<file path="src/rtl/counter_host.sv">
// counter_host: host-side sequencer for the programmable up/down counter.
// Optionally loads a start value over the shared bus, issues a number of
// count pulses, reads the counter back and compares it with a shadow copy.
// Optional feature macro: CNT_HOST_ERRCNT_EN enables the saturating
// mismatch counter on err_count; otherwise err_count is tied to zero.
module counter_host #(
    parameter int WIDTH    = 8,
    parameter int PULSE_HI = 2,
    parameter int PULSE_LO = 2,
    parameter int SETTLE   = 2
) (
    input  logic             clk,
    input  logic             rst,
    input  logic             cmd_valid,
    output logic             cmd_ready,
    input  logic             cmd_do_load,
    input  logic [WIDTH-1:0] cmd_load_val,
    input  logic [WIDTH-1:0] cmd_pulses,
    input  logic             cmd_up_down,
    output logic             cnt_enable,
    output logic             cnt_clk_in,
    output logic             cnt_load,
    output logic             cnt_up_down,
    output logic [WIDTH-1:0] bus_out,
    output logic             bus_oe,
    input  logic [WIDTH-1:0] bus_in,
    output logic             rsp_valid,
    output logic [WIDTH-1:0] rsp_count,
    output logic [WIDTH-1:0] rsp_expected,
    output logic             rsp_match,
    output logic [7:0]       err_count
);

    typedef enum logic [3:0] {
        IDLE,
        LD_SETUP,
        LD_DRIVE,
        LD_HI,
        LD_LO,
        LD_RELEASE,
        CNT_HI,
        CNT_LO,
        SETTLE_WAIT,
        SAMPLE,
        RESP
    } state_t;

    localparam logic [15:0] HI_LAST     = 16'(PULSE_HI - 1);
    localparam logic [15:0] LO_LAST     = 16'(PULSE_LO - 1);
    localparam logic [15:0] SETTLE_LAST = 16'(SETTLE - 1);

    state_t             state;
    state_t             next_state;
    logic [15:0]        phase_cnt;
    logic [WIDTH-1:0]   load_val;
    logic [WIDTH-1:0]   remaining;
    logic               dir_up;
    logic [WIDTH-1:0]   expected;
    logic               handshake;
    logic               pulse_done;

    assign handshake  = (state == IDLE) && cmd_valid;
    assign pulse_done = (state == CNT_LO) && (phase_cnt == LO_LAST);

    // Next-state decode; multi-cycle phases advance when their cycle counter hits the last cycle.
    always_comb begin
        next_state = state;
        case (state)
            IDLE: begin
                if (cmd_valid) begin
                    if (cmd_do_load)
                        next_state = LD_SETUP;
                    else if (cmd_pulses != '0)
                        next_state = CNT_HI;
                    else
                        next_state = SETTLE_WAIT;
                end
            end
            LD_SETUP:    next_state = LD_DRIVE;
            LD_DRIVE:    next_state = LD_HI;
            LD_HI:       if (phase_cnt == HI_LAST) next_state = LD_LO;
            LD_LO:       if (phase_cnt == LO_LAST) next_state = LD_RELEASE;
            LD_RELEASE:  next_state = (remaining != '0) ? CNT_HI : SETTLE_WAIT;
            CNT_HI:      if (phase_cnt == HI_LAST) next_state = CNT_LO;
            CNT_LO: begin
                if (phase_cnt == LO_LAST)
                    next_state = (remaining == WIDTH'(1)) ? SETTLE_WAIT : CNT_HI;
            end
            SETTLE_WAIT: if (phase_cnt == SETTLE_LAST) next_state = SAMPLE;
            SAMPLE:      next_state = RESP;
            RESP:        next_state = IDLE;
            default:     next_state = IDLE;
        endcase
    end

    // State, command latches, expected shadow and all registered outputs (decoded from the state being entered).
    always_ff @(posedge clk) begin
        if (rst) begin
            state        <= IDLE;
            phase_cnt    <= '0;
            load_val     <= '0;
            remaining    <= '0;
            dir_up       <= 1'b0;
            expected     <= '0;
            cmd_ready    <= 1'b1;
            cnt_enable   <= 1'b0;
            cnt_clk_in   <= 1'b0;
            cnt_load     <= 1'b0;
            cnt_up_down  <= 1'b0;
            bus_out      <= '0;
            bus_oe       <= 1'b0;
            rsp_valid    <= 1'b0;
            rsp_count    <= '0;
            rsp_expected <= '0;
            rsp_match    <= 1'b0;
`ifdef CNT_HOST_ERRCNT_EN
            err_count    <= '0;
`endif
        end else begin
            state     <= next_state;
            phase_cnt <= (next_state != state) ? 16'd0 : phase_cnt + 16'd1;

            if (handshake) begin
                load_val    <= cmd_load_val;
                remaining   <= cmd_pulses;
                dir_up      <= cmd_up_down;
                cnt_up_down <= cmd_up_down;
            end

            if (state == LD_RELEASE)
                expected <= load_val;

            if (pulse_done) begin
                remaining <= remaining - WIDTH'(1);
                expected  <= dir_up ? expected + WIDTH'(1) : expected - WIDTH'(1);
            end

            if (state == SAMPLE) begin
                rsp_count    <= bus_in;
                rsp_expected <= expected;
                rsp_match    <= (bus_in == expected);
`ifdef CNT_HOST_ERRCNT_EN
                if ((bus_in != expected) && (err_count != 8'hFF))
                    err_count <= err_count + 8'd1;
`endif
            end

            cmd_ready  <= (next_state == IDLE);
            cnt_enable <= (next_state != IDLE);
            cnt_load   <= (next_state == LD_SETUP) || (next_state == LD_DRIVE) ||
                          (next_state == LD_HI)    || (next_state == LD_LO)    ||
                          (next_state == LD_RELEASE);
            bus_oe     <= (next_state == LD_DRIVE) || (next_state == LD_HI) ||
                          (next_state == LD_LO);
            bus_out    <= ((next_state == LD_DRIVE) || (next_state == LD_HI) ||
                           (next_state == LD_LO)) ? load_val : '0;
            cnt_clk_in <= (next_state == LD_HI) || (next_state == CNT_HI);
            rsp_valid  <= (next_state == RESP);
        end
    end

`ifndef CNT_HOST_ERRCNT_EN
    assign err_count = 8'd0;
`endif

endmodule

</file>
<file path="config.mk">
export PLATFORM = sky130hd
export DESIGN_NAME = counter_host
export DESIGN_NICKNAME = d
export VERILOG_FILES = /design/src/rtl/counter_host.sv
export SDC_FILE = /design/constraint.sdc
export NUM_CORES = 1
export LEC_CHECK = 0
export CAP_MARGIN = 20
export CORE_ASPECT_RATIO = 0.8
export CORE_MARGIN = 4
export CORE_UTILIZATION = 25
export CTS_CLUSTER_DIAMETER = 200
export DETAILED_ROUTE_END_ITERATION = 8
export GPL_TIMING_DRIVEN = 0
export HOLD_SLACK_MARGIN = 0.03
export PLACE_DENSITY = 0.56
export SLEW_MARGIN = 20
export SYNTH_ARGS = -nofsm -noshare
export SYNTH_HDL_FRONTEND = slang
export SYNTH_SLANG_ARGS = --single-unit
export TNS_END_PERCENT = 5
</file>
<file path="constraint.sdc">
create_clock -name clk -period 2.05 [get_ports clk]
set_input_delay 0.41 -clock clk [delete_from_list [all_inputs] [get_ports clk]]
set_output_delay 0.41 -clock clk [all_outputs]
set_load 0.02 [all_outputs]
</file>
==> results of run 1 <==
Yosys cell counts (4+ instances only):
| library cell | instances | share of area [%] |
|---|---|---|
| ha_1 | 11 | 3.6 |
| nor2_1 | 48 | 4.7 |
| xnor2_1 | 9 | 2.1 |
| nand4_1 | 8 | 1.3 |
| mux2i_1 | 6 | 1.6 |
| a31oi_1 | 4 | 0.66 |
| nand2_1 | 70 | 6.9 |
| nor4_1 | 10 | 1.6 |
| nor2b_1 | 6 | 0.99 |
| nor3b_2 | 8 | 2.6 |
| a211oi_1 | 8 | 1.6 |
| o21ai_0 | 8 | 1.1 |
| a21oi_1 | 43 | 5.6 |
| xor2_1 | 19 | 4.4 |
| buf_2 | 4 | 0.53 |
| nor3_1 | 13 | 1.7 |
| dfxtp_1 | 76 | 40 |
| buf_4 | 10 | 2.0 |
| nand3_1 | 9 | 1.2 |
| clkbuf_1 | 14 | 1.4 |
| nand3b_1 | 4 | 0.79 |
| inv_1 | 12 | 1.2 |
registers in the layout (all words and copies together), names as in the netlist:
register      cells
bus_oe            1
dir_up            1
rsp_expected      8
cmd_ready         1
state             4
load_val          8
cnt_load          1
rsp_valid         1
rsp_match         1
cnt_enable        1
phase_cnt        16
expected          8
remaining         8
rsp_count         8
bus_out           8
cnt_clk_in        1
kinds of logic after synthesis:
group | synth area share [%]
flops | 39.9
compound gates | 12.8
buf+inv | 5.25
xor+xnor | 6.44
simple gates | 28.9
other cells | 0.0984
fa+ha+maj | 4.14
mux | 2.46
metal layers:
metal  share of wire (%)  GRT usage, %  vias up
met5                   0             0        -
met4                 1.6          5.46        0
met3                 6.1          3.91       18
met2                  44          20.0      102
met1                  49          17.6     1712
li1                    -             -     1732
worst reg2reg max path, cell delays in order, from the launching register on:
cell and delay (ns):
dfxtp_2 0.33, nor4_4 0.35, and4_4 0.32, a311oi_4 0.12, nor3_4 0.26, mux2i_4 0.30, buf_6 0.18, nor3b_2 0.06
metrics by stage:
step	hold slack [ns]	cell area, um^2	setup WS (ns)	total power [mW]	utilization (%)
2_1_floorplan	0.423	3840	-0.0345	2.49	-
3_3_place_gp	0.434	4670	-0.970	2.84	31.2
3_5_place_dp	0.454	4670	-1.03	2.87	31.2
4_1_cts	0.453	5330	-0.0314	4.76	35.6
5_1_grt	0.480	5340	-0.146	4.90	35.7
6_report	0.460	5340	-0.0157	4.66	35.7
cell type report:
class	count	area share, %
multi-input combinational	336	43.0
sequential	76	28.8
timing repair buffer	81	14.4
clock buffer	11	4.54
tap	189	4.43
buffer	28	3.42
inverter	12	0.913
clock inverter	4	0.492
report_power, final:
part           internal, mW  switching (mW)  leakage [nW]
sequential             1.60          0.0940         0.621
combinational         0.686           0.817          1.17
clock                 0.843           0.614         0.131
timing repair:
action | in CTS | in global routing
setup buffers | 22 | 1
gates cloned | 1 | 0
pin swaps | 15 | 12
setup endpoints to repair | 55 | 59
resized for setup | 66 | 21
how the worst max path moves through the flow:
stage                             startpoint               endpoint  cells after the start
floorplan                      cmd_pulses[0]  bus_out[0]$_SDFF_PP0_                      6
global placement               cmd_pulses[5]  bus_out[3]$_SDFF_PP0_                      7
detailed placement             cmd_pulses[4]  bus_out[2]$_SDFF_PP0_                      7
CTS                      state[0]$_SDFF_PP0_  bus_out[2]$_SDFF_PP0_                     10
global route         phase_cnt[1]$_SDFF_PP0_  bus_out[0]$_SDFF_PP0_                      9
finish              phase_cnt[15]$_SDFF_PP0_  bus_out[2]$_SDFF_PP0_                      7
==> flow_metrics.tcl, run 1 <==
set metrics [dict create \
    endpoint_kind "flop" \
    initial_core_util_pct 25.5 \
    worstSetupPathType "reg -> reg" \
    tightestPinTransition_ns 0.764 \
    grt_max_degree 13 \
    required_ns 2.25 \
    max_freq_ghz 0.484 \
    crit_chain "nor4_4 > and4_4 > a311oi_4 > nor3_4 > mux2i_4 > buf_6 > nor3b_2" \
    rrSetupSlack_ns -0.02 \
    leakagePower_nw 1.92 \
    antenna_found_initial 0 \
    cp-start-kind "flop" \
    cp.arrival_ns 2.27 \
    violations "setup timing" \
    io-pin-count 69 \
    slew_violations 0 \
    antenna_left 0 \
    htreeDepth 3 \
    multi_input_area_mm2 0.00230 \
    synth-async-reset-ratio_pct 0 \
    rsz0062_at_grt "yes" \
    power_density_mw_per_mm2 871 \
    finalSetupTns_ns -0.0533 \
    final_cell_mix "70 x nand2_1, 67 x dfxtp_1, 51 x clkdlybuf4s50_1, 46 x nor2_1, 39 x a21oi_1" \
    fin_crit_sh_pct 101 \
    cts_made_buffers 9 \
    clkSinkCount 76 \
    clk_pin_slew_ns 0.06 \
    hold_path_depth 2 \
    syn_to_final_growth_pct 40.2 \
    cts_root_buffer "clkbuf_16" \
    final-hold-violation-count 0 \
    wl_um 11400 \
    clockBufferDepth 2 \
    irDropWorstVdd_uv 497 \
    final-seq-area_mm2 0.00154 \
    dieArea_mm2 0.0173 \
    synthCells 447 \
    die_x_um 146 \
    dp.cells 702 \
    globalRouteOverflowTotal 0 \
    drt_iter0_drc 220 \
    num-fill-cells 1489 \
    mostFrequentLayoutCell "nand2_1" \
    slew_headroom_pct 48.7 \
    worst-path-buf-inv 1 \
    drc 0 \
    synth-seq-cells 76 \
    critical_path.top_delay_family "simple AND/OR/NAND/NOR gates" \
    synth_edf_count 0 \
    wire_per_inst_um 15.4 \
    grt_pass1_wl_um 18300 \
    final_cells 737 \
    hold_class "reg -> reg" \
    setup_violations 5 \
    drv_cap 0 \
    worstRegToRegCells 7 \
    die_h_um 118 \
    status "complete, but fails checks" \
    postCtsHoldBufs 0 \
    critical_path.max_fanout 5 \
    placementRows 40 \
    finClkSkew_ns 0.00617 \
    netlist_area_mm2 0.00381 \
    synth_flop_cell "dfxtp_1" \
    worstReg2RegEnd "bus_out[2]$_SDFF_PP0_" \
    grtUsageTotal_pct 13.2 \
    hp-start "rsp_count[4]$_SDFFE_PP0N_" \
    ys_types 56 \
    drive_gt1_share_pct 20.8 \
    worstHoldEndpoint "rsp_count[4]$_SDFFE_PP0N_" \
    min_period_ns 2.07 \
    synth.yosys.seq_area_share_pct 39.9 \
    syn_area_per_cell_um2 8.52 \
    place_congestion 0.891 \
    max_stage_delay_ns 0.35 \
    dpl.hpwl_um 8030 \
    tritoncts "yes" \
    fin_nets 585 \
    via_per_inst 4.84 \
    core_area_mm2 0.0150 \
    num_vias 3564 \
    cpMaxStageDelayCell "nor4_4" \
    finalWorstSetupSlack_ns -0.0157 \
    grt_pass1_vias 3623 \
    antenna_cells 0 \
    first_pass_iters 5 \
    yosysWarnings 0 \
    worst_skew_pair.late_latency_ns 0.34 \
    r2r_start "phase_cnt[15]$_SDFF_PP0_" \
    io_buffers 59 \
]
No activity file was read; power rests on OpenSTA's default activity.
==> run 2: changes to the inputs <==
- MAX_ROUTING_LAYER: default -> met4
==> flow_metrics.tcl, run 2 (synthesis results as in run 1) <==
set metrics [dict create \
    status "complete, but fails checks" \
    violations "setup timing" \
    antenna_found_initial 1 \
    max_stage_delay_ns 0.37 \
    worst-path-buf-inv 0 \
    irDropWorstVdd_uv 447 \
    fin_nets 595 \
    fin_crit_sh_pct 101 \
    core_area_mm2 0.0150 \
    io_buffers 59 \
    antenna_left 0 \
    clkPwrFrac_pct 32.7 \
    power_density_mw_per_mm2 889 \
    seq_power_share_pct 34.6 \
    hold_class "reg -> reg" \
    wire_per_inst_um 15.0 \
    slew_violations 0 \
    cp.arrival_ns 2.25 \
    tritoncts "yes" \
    met3WireLength_um 502 \
    finalSetupTns_ns -0.0565 \
    r2r_start "phase_cnt[8]$_SDFF_PP0_" \
    drc 0 \
    cts_root_buffer "clkbuf_16" \
    first_pass_iters 4 \
    syn_to_final_growth_pct 44.3 \
    wl_met2_um 4940 \
    clk_pin_slew_ns 0.05 \
    final_cells 749 \
    grt_pass1_vias 3518 \
    hold_path_depth 2 \
    combPwrFrac_pct 32.7 \
    crit_chain "nor4_2 > nand4_1 > mux2_4 > or2_4 > nor4_4 > a21oi_1" \
    cts_made_buffers 9 \
    critical_path.max_fanout 4 \
    rsz0062_at_grt "yes" \
    htreeDepth 3 \
    drt_iter0_drc 211 \
    finalWorstSetupSlack_ns -0.0184 \
    initial_core_util_pct 25.5 \
    globalRouteOverflowTotal 0 \
    mostFrequentLayoutCell "nand2_1" \
    clkSinkCount 76 \
    finalPower_mw 4.89 \
    placementRows 40 \
    die_x_um 146 \
    rrSetupSlack_ns -0.02 \
    p_int_mw 3.34 \
    worstReg2RegEnd "cnt_enable$_SDFF_PP0_" \
    cp-start-kind "flop" \
    final-hold-violation-count 0 \
    worst_skew_pair.late_latency_ns 0.34 \
    stdcell_area_mm2 0.00550 \
    setup_violations 8 \
    place_congestion 0.890 \
    num_vias 3497 \
    via_per_inst 4.67 \
    top_layer "met4" \
    worstSetupPathType "reg -> reg" \
    required_ns 2.23 \
    cpMaxStageDelayCell "dfxtp_1" \
    switchingPower_mw 1.55 \
    pre_cts_slack_ns -1.01 \
    slew_headroom_pct 50.9 \
    largest_reg_flops 16 \
    worstHoldEndpoint "rsp_expected[5]$_SDFFE_PP0N_" \
    finClkSkew_ns 0.00879 \
    min_period_ns 2.07 \
    postLayoutCoreUtil_pct 36.7 \
    switching_share_pct 31.7 \
    critical_path.top_delay_family "simple AND/OR/NAND/NOR gates" \
    worstRegToRegCells 6 \
    grtUsageTotal_pct 13.3 \
    placed_area_mm2 0.00467 \
    drive_gt1_share_pct 21.6 \
    regMostFlops "phase_cnt" \
    grt_max_degree 14 \
    postCtsHoldBufs 0 \
    max_freq_ghz 0.483 \
    dieArea_mm2 0.0173 \
    wl_um 11200 \
    hp-start "rsp_expected[5]$_SDFFE_PP0N_" \
    final_cell_mix "70 x nand2_1, 68 x dfxtp_1, 51 x clkdlybuf4s50_1, 46 x nor2_1, 40 x a21oi_1" \
    leakagePower_nw 1.99 \
    die_h_um 118 \
    drv_cap 0 \
    grt_pass1_wl_um 18100 \
    m1WireLength_um 5610 \
    dpl.hpwl_um 7960 \
    clockBufferDepth 2 \
    hold_slack_ns 0.457 \
    io-pin-count 69 \
    tightestPinTransition_ns 0.736 \
    endpoint_kind "flop" \
    dp.cells 702 \
]
-- run 2: worst max path at each step --
| stage | startpoint | to | slack [ns] | cells past startpoint |
|---|---|---|---|---|
| detailed placement | cmd_pulses[4] | bus_out[5]$_SDFF_PP0_ | -1.01 | 7 |
| finish | phase_cnt[8]$_SDFF_PP0_ | cnt_enable$_SDFF_PP0_ | -0.02 | 6 |
| global placement | cmd_pulses[5] | bus_out[3]$_SDFF_PP0_ | -0.97 | 7 |
| floorplan | cmd_pulses[0] | bus_out[0]$_SDFF_PP0_ | -0.03 | 6 |
| CTS | dir_up$_SDFFE_PP0P_ | expected[7]$_SDFFE_PP0P_ | -0.05 | 8 |
| global route | expected[1]$_SDFFE_PP0P_ | expected[7]$_SDFFE_PP0P_ | -0.21 | 7 |
-- run 2: area by class of cell --
cell class / count / area (um^2)
Antenna cell: 1 / 2.50
Buffer: 28 / 180
Clock buffer: 11 / 243
Clock inverter: 5 / 58.8
Fill cell: 1476 / 9470
Inverter: 12 / 48.8
Multi-Input combinational cell: 336 / 2330
Sequential cell: 76 / 1530
Tap cell: 189 / 236
Timing Repair Buffer: 91 / 863
-- run 2: timing repair --
item | in CTS | in global routing
gates resized for setup | 55 | 32
setup endpoints to repair | 56 | 60
pin swaps | 14 | 25
gates cloned | 1 | 0
buffers inserted | 26 | 7
-- run 2: power groups by stage --
stage | clock (mW) | sequential (mW) | combinational [mW]
floorplan | 0 | 1.75 | 0.745
global placement | 0 | 1.71 | 1.14
detailed placement | 0 | 1.71 | 1.16
CTS | 1.64 | 1.69 | 1.62
global route | 1.70 | 1.70 | 1.72
finish | 1.60 | 1.69 | 1.60
-- run 2: worst reg2reg max path, cell delays in order (launching register included) --
cell and delay, ns:
dfxtp_1 0.37, nor4_2 0.37, nand4_1 0.20, mux2_4 0.36, or2_4 0.29, nor4_4 0.21, a21oi_1 0.13
-- run 2: metal layers --
metal | up-vias | track usage (%)
met5 | - | -
met3 | 13 | 3.56
met2 | 71 | 19.8
li1 | 1759 | -
met1 | 1654 | 17.8
met4 | 0 | 4.17
==> run 3: changes to the inputs <==
- clock period: 2.05 -> 1.8 ns (I/O delays scaled with it)
==> flow_metrics.tcl, run 3 (synthesis results as in run 1) <==
set metrics [dict create \
    cp.arrival_ns 2.41 \
    final_cell_mix "69 x nand2_1, 65 x dfxtp_1, 51 x clkdlybuf4s50_1, 43 x nor2_1, 37 x a21oi_1" \
    finalWorstSetupSlack_ns -0.346 \
    setup_violations 42 \
    grt_pass1_vias 3528 \
    mostFrequentLayoutCell "nand2_1" \
    max_freq_ghz 0.466 \
    tritoncts "yes" \
    postLayoutCoreUtil_pct 36.9 \
    cts_root_buffer "clkbuf_16" \
    tightestPinTransition_ns 0.734 \
    initial_core_util_pct 25.5 \
    drive_gt1_share_pct 24.4 \
    drv_cap 0 \
    antenna_left 0 \
    endpoint_kind "flop" \
    grtUsageTotal_pct 13.3 \
    fin_crit_sh_pct 119 \
    fin_nets 593 \
    die_h_um 118 \
    clk_pin_slew_ns 0.05 \
    first_pass_iters 5 \
    worstRegToRegCells 8 \
    postCtsHoldBufs 0 \
    worst_skew_pair.late_latency_ns 0.34 \
    rsz0062_at_grt "yes" \
    hold_class "reg -> reg" \
    num_vias 3559 \
    power_density_mw_per_mm2 1000 \
    syn_to_final_growth_pct 45.0 \
    cp-start-kind "input port" \
    dpl.hpwl_um 7830 \
    regMostFlops "phase_cnt" \
    drt_iter0_drc 260 \
    cts_made_buffers 9 \
    placementRows 40 \
    grt_pass1_wl_um 17900 \
    worstSetupPathType "in -> reg" \
    via_per_inst 4.76 \
    hold_slack_ns 0.456 \
    wire_per_inst_um 15.4 \
    slew_violations 0 \
    io_buffers 59 \
    dieArea_mm2 0.0173 \
    finClkSkew_ns 0.00694 \
    hold_path_depth 2 \
    die_x_um 146 \
    wl_um 11500 \
    finalPower_mw 5.53 \
    required_ns 2.06 \
    status "complete, but fails checks" \
    finalSetupTns_ns -8.42 \
    min_period_ns 2.15 \
    largest_reg_flops 16 \
    antenna_found_initial 2 \
    final-hold-violation-count 0 \
    critical_path.max_fanout 5 \
    htreeDepth 3 \
    slew_headroom_pct 50.7 \
    leakagePower_nw 2.03 \
    irDropWorstVdd_uv 610 \
    pre_cts_slack_ns -1.10 \
    place_congestion 0.897 \
    clockBufferDepth 2 \
    clkSinkCount 76 \
    globalRouteOverflowTotal 0 \
    io-pin-count 69 \
    core_area_mm2 0.0150 \
    violations "setup timing" \
    grt_max_degree 13 \
    drc 0 \
]
==> run 3: changes by cell type in the layout (fill, tap and decap cells not counted), moves of 3 or more <==
cell             change
a21oi_1              -3
dlygate4sd2_1        +5
dfxtp_1              -3
o21ai_0              -3
clkbuf_1             -3
clkdlybuf4s15_1      -5
nor2_1               -3
==> run 3: worst max-delay path: stages <==
cell	delay [ns]
dlygate4sd2_1	0.28
nor4_4	0.35
nand2_1	0.12
a32o_2	0.36
nor4b_4	0.36
mux2i_4	0.12
buf_6	0.14
buf_12	0.13
nor3b_2	0.17
==> run 3: cell type report <==
cell class,count,area [um^2]
Fill cell,1498,9440
Multi-Input combinational cell,336,2370
Sequential cell,76,1540
Timing Repair Buffer,87,815
Clock buffer,12,256
Tap cell,189,236
Buffer,30,230
Inverter,12,48.8
Clock inverter,4,23.8
Antenna cell,2,5.00
==> run 3: worst paths after layout <==
check | from | end | slack [ns]
worst max-delay path | cmd_pulses[6] | bus_out[5]$_SDFF_PP0_ | -0.35
worst min register to register | rsp_expected[6]$_SDFFE_PP0N_ | rsp_expected[6]$_SDFFE_PP0N_ | 0.46
worst max register to register | remaining[6]$_SDFFE_PP0P_ | bus_out[5]$_SDFF_PP0_ | -0.34
worst min-delay path | rsp_expected[6]$_SDFFE_PP0N_ | rsp_expected[6]$_SDFFE_PP0N_ | 0.46
==> run 3: where the power goes <==
group / switching (mW) / internal (mW) / leakage [nW]
Clock: 0.709 / 1.00 / 0.142
Sequential: 0.108 / 1.82 / 0.622
Combinational: 0.992 / 0.891 / 1.26
==> run 3: routing by layer <==
metal	up-vias	track usage, %	part of all wire (%)
met3	13	3.64	4.3
met2	87	19.1	44
li1	1748	-	-
met5	-	-	0
met4	0	5.23	1.5
met1	1711	17.9	50
==> run 3: timing repair <==
action	CTS	global route
endpoints found under the setup margin	70	70
hold endpoints to repair	0	0
setup buffers	18	10
cloned	1	0
resized for setup	57	58
pin swaps	16	20
==> run 3: per-stage QoR <==
stage                     instance area (um^2)  instances
after floorplan                           3870        454
after global placement                    4690        702
after detailed placement                  4690        702
after CTS                                 5320        737
after global routing                      5520        748
final                                     5520        748
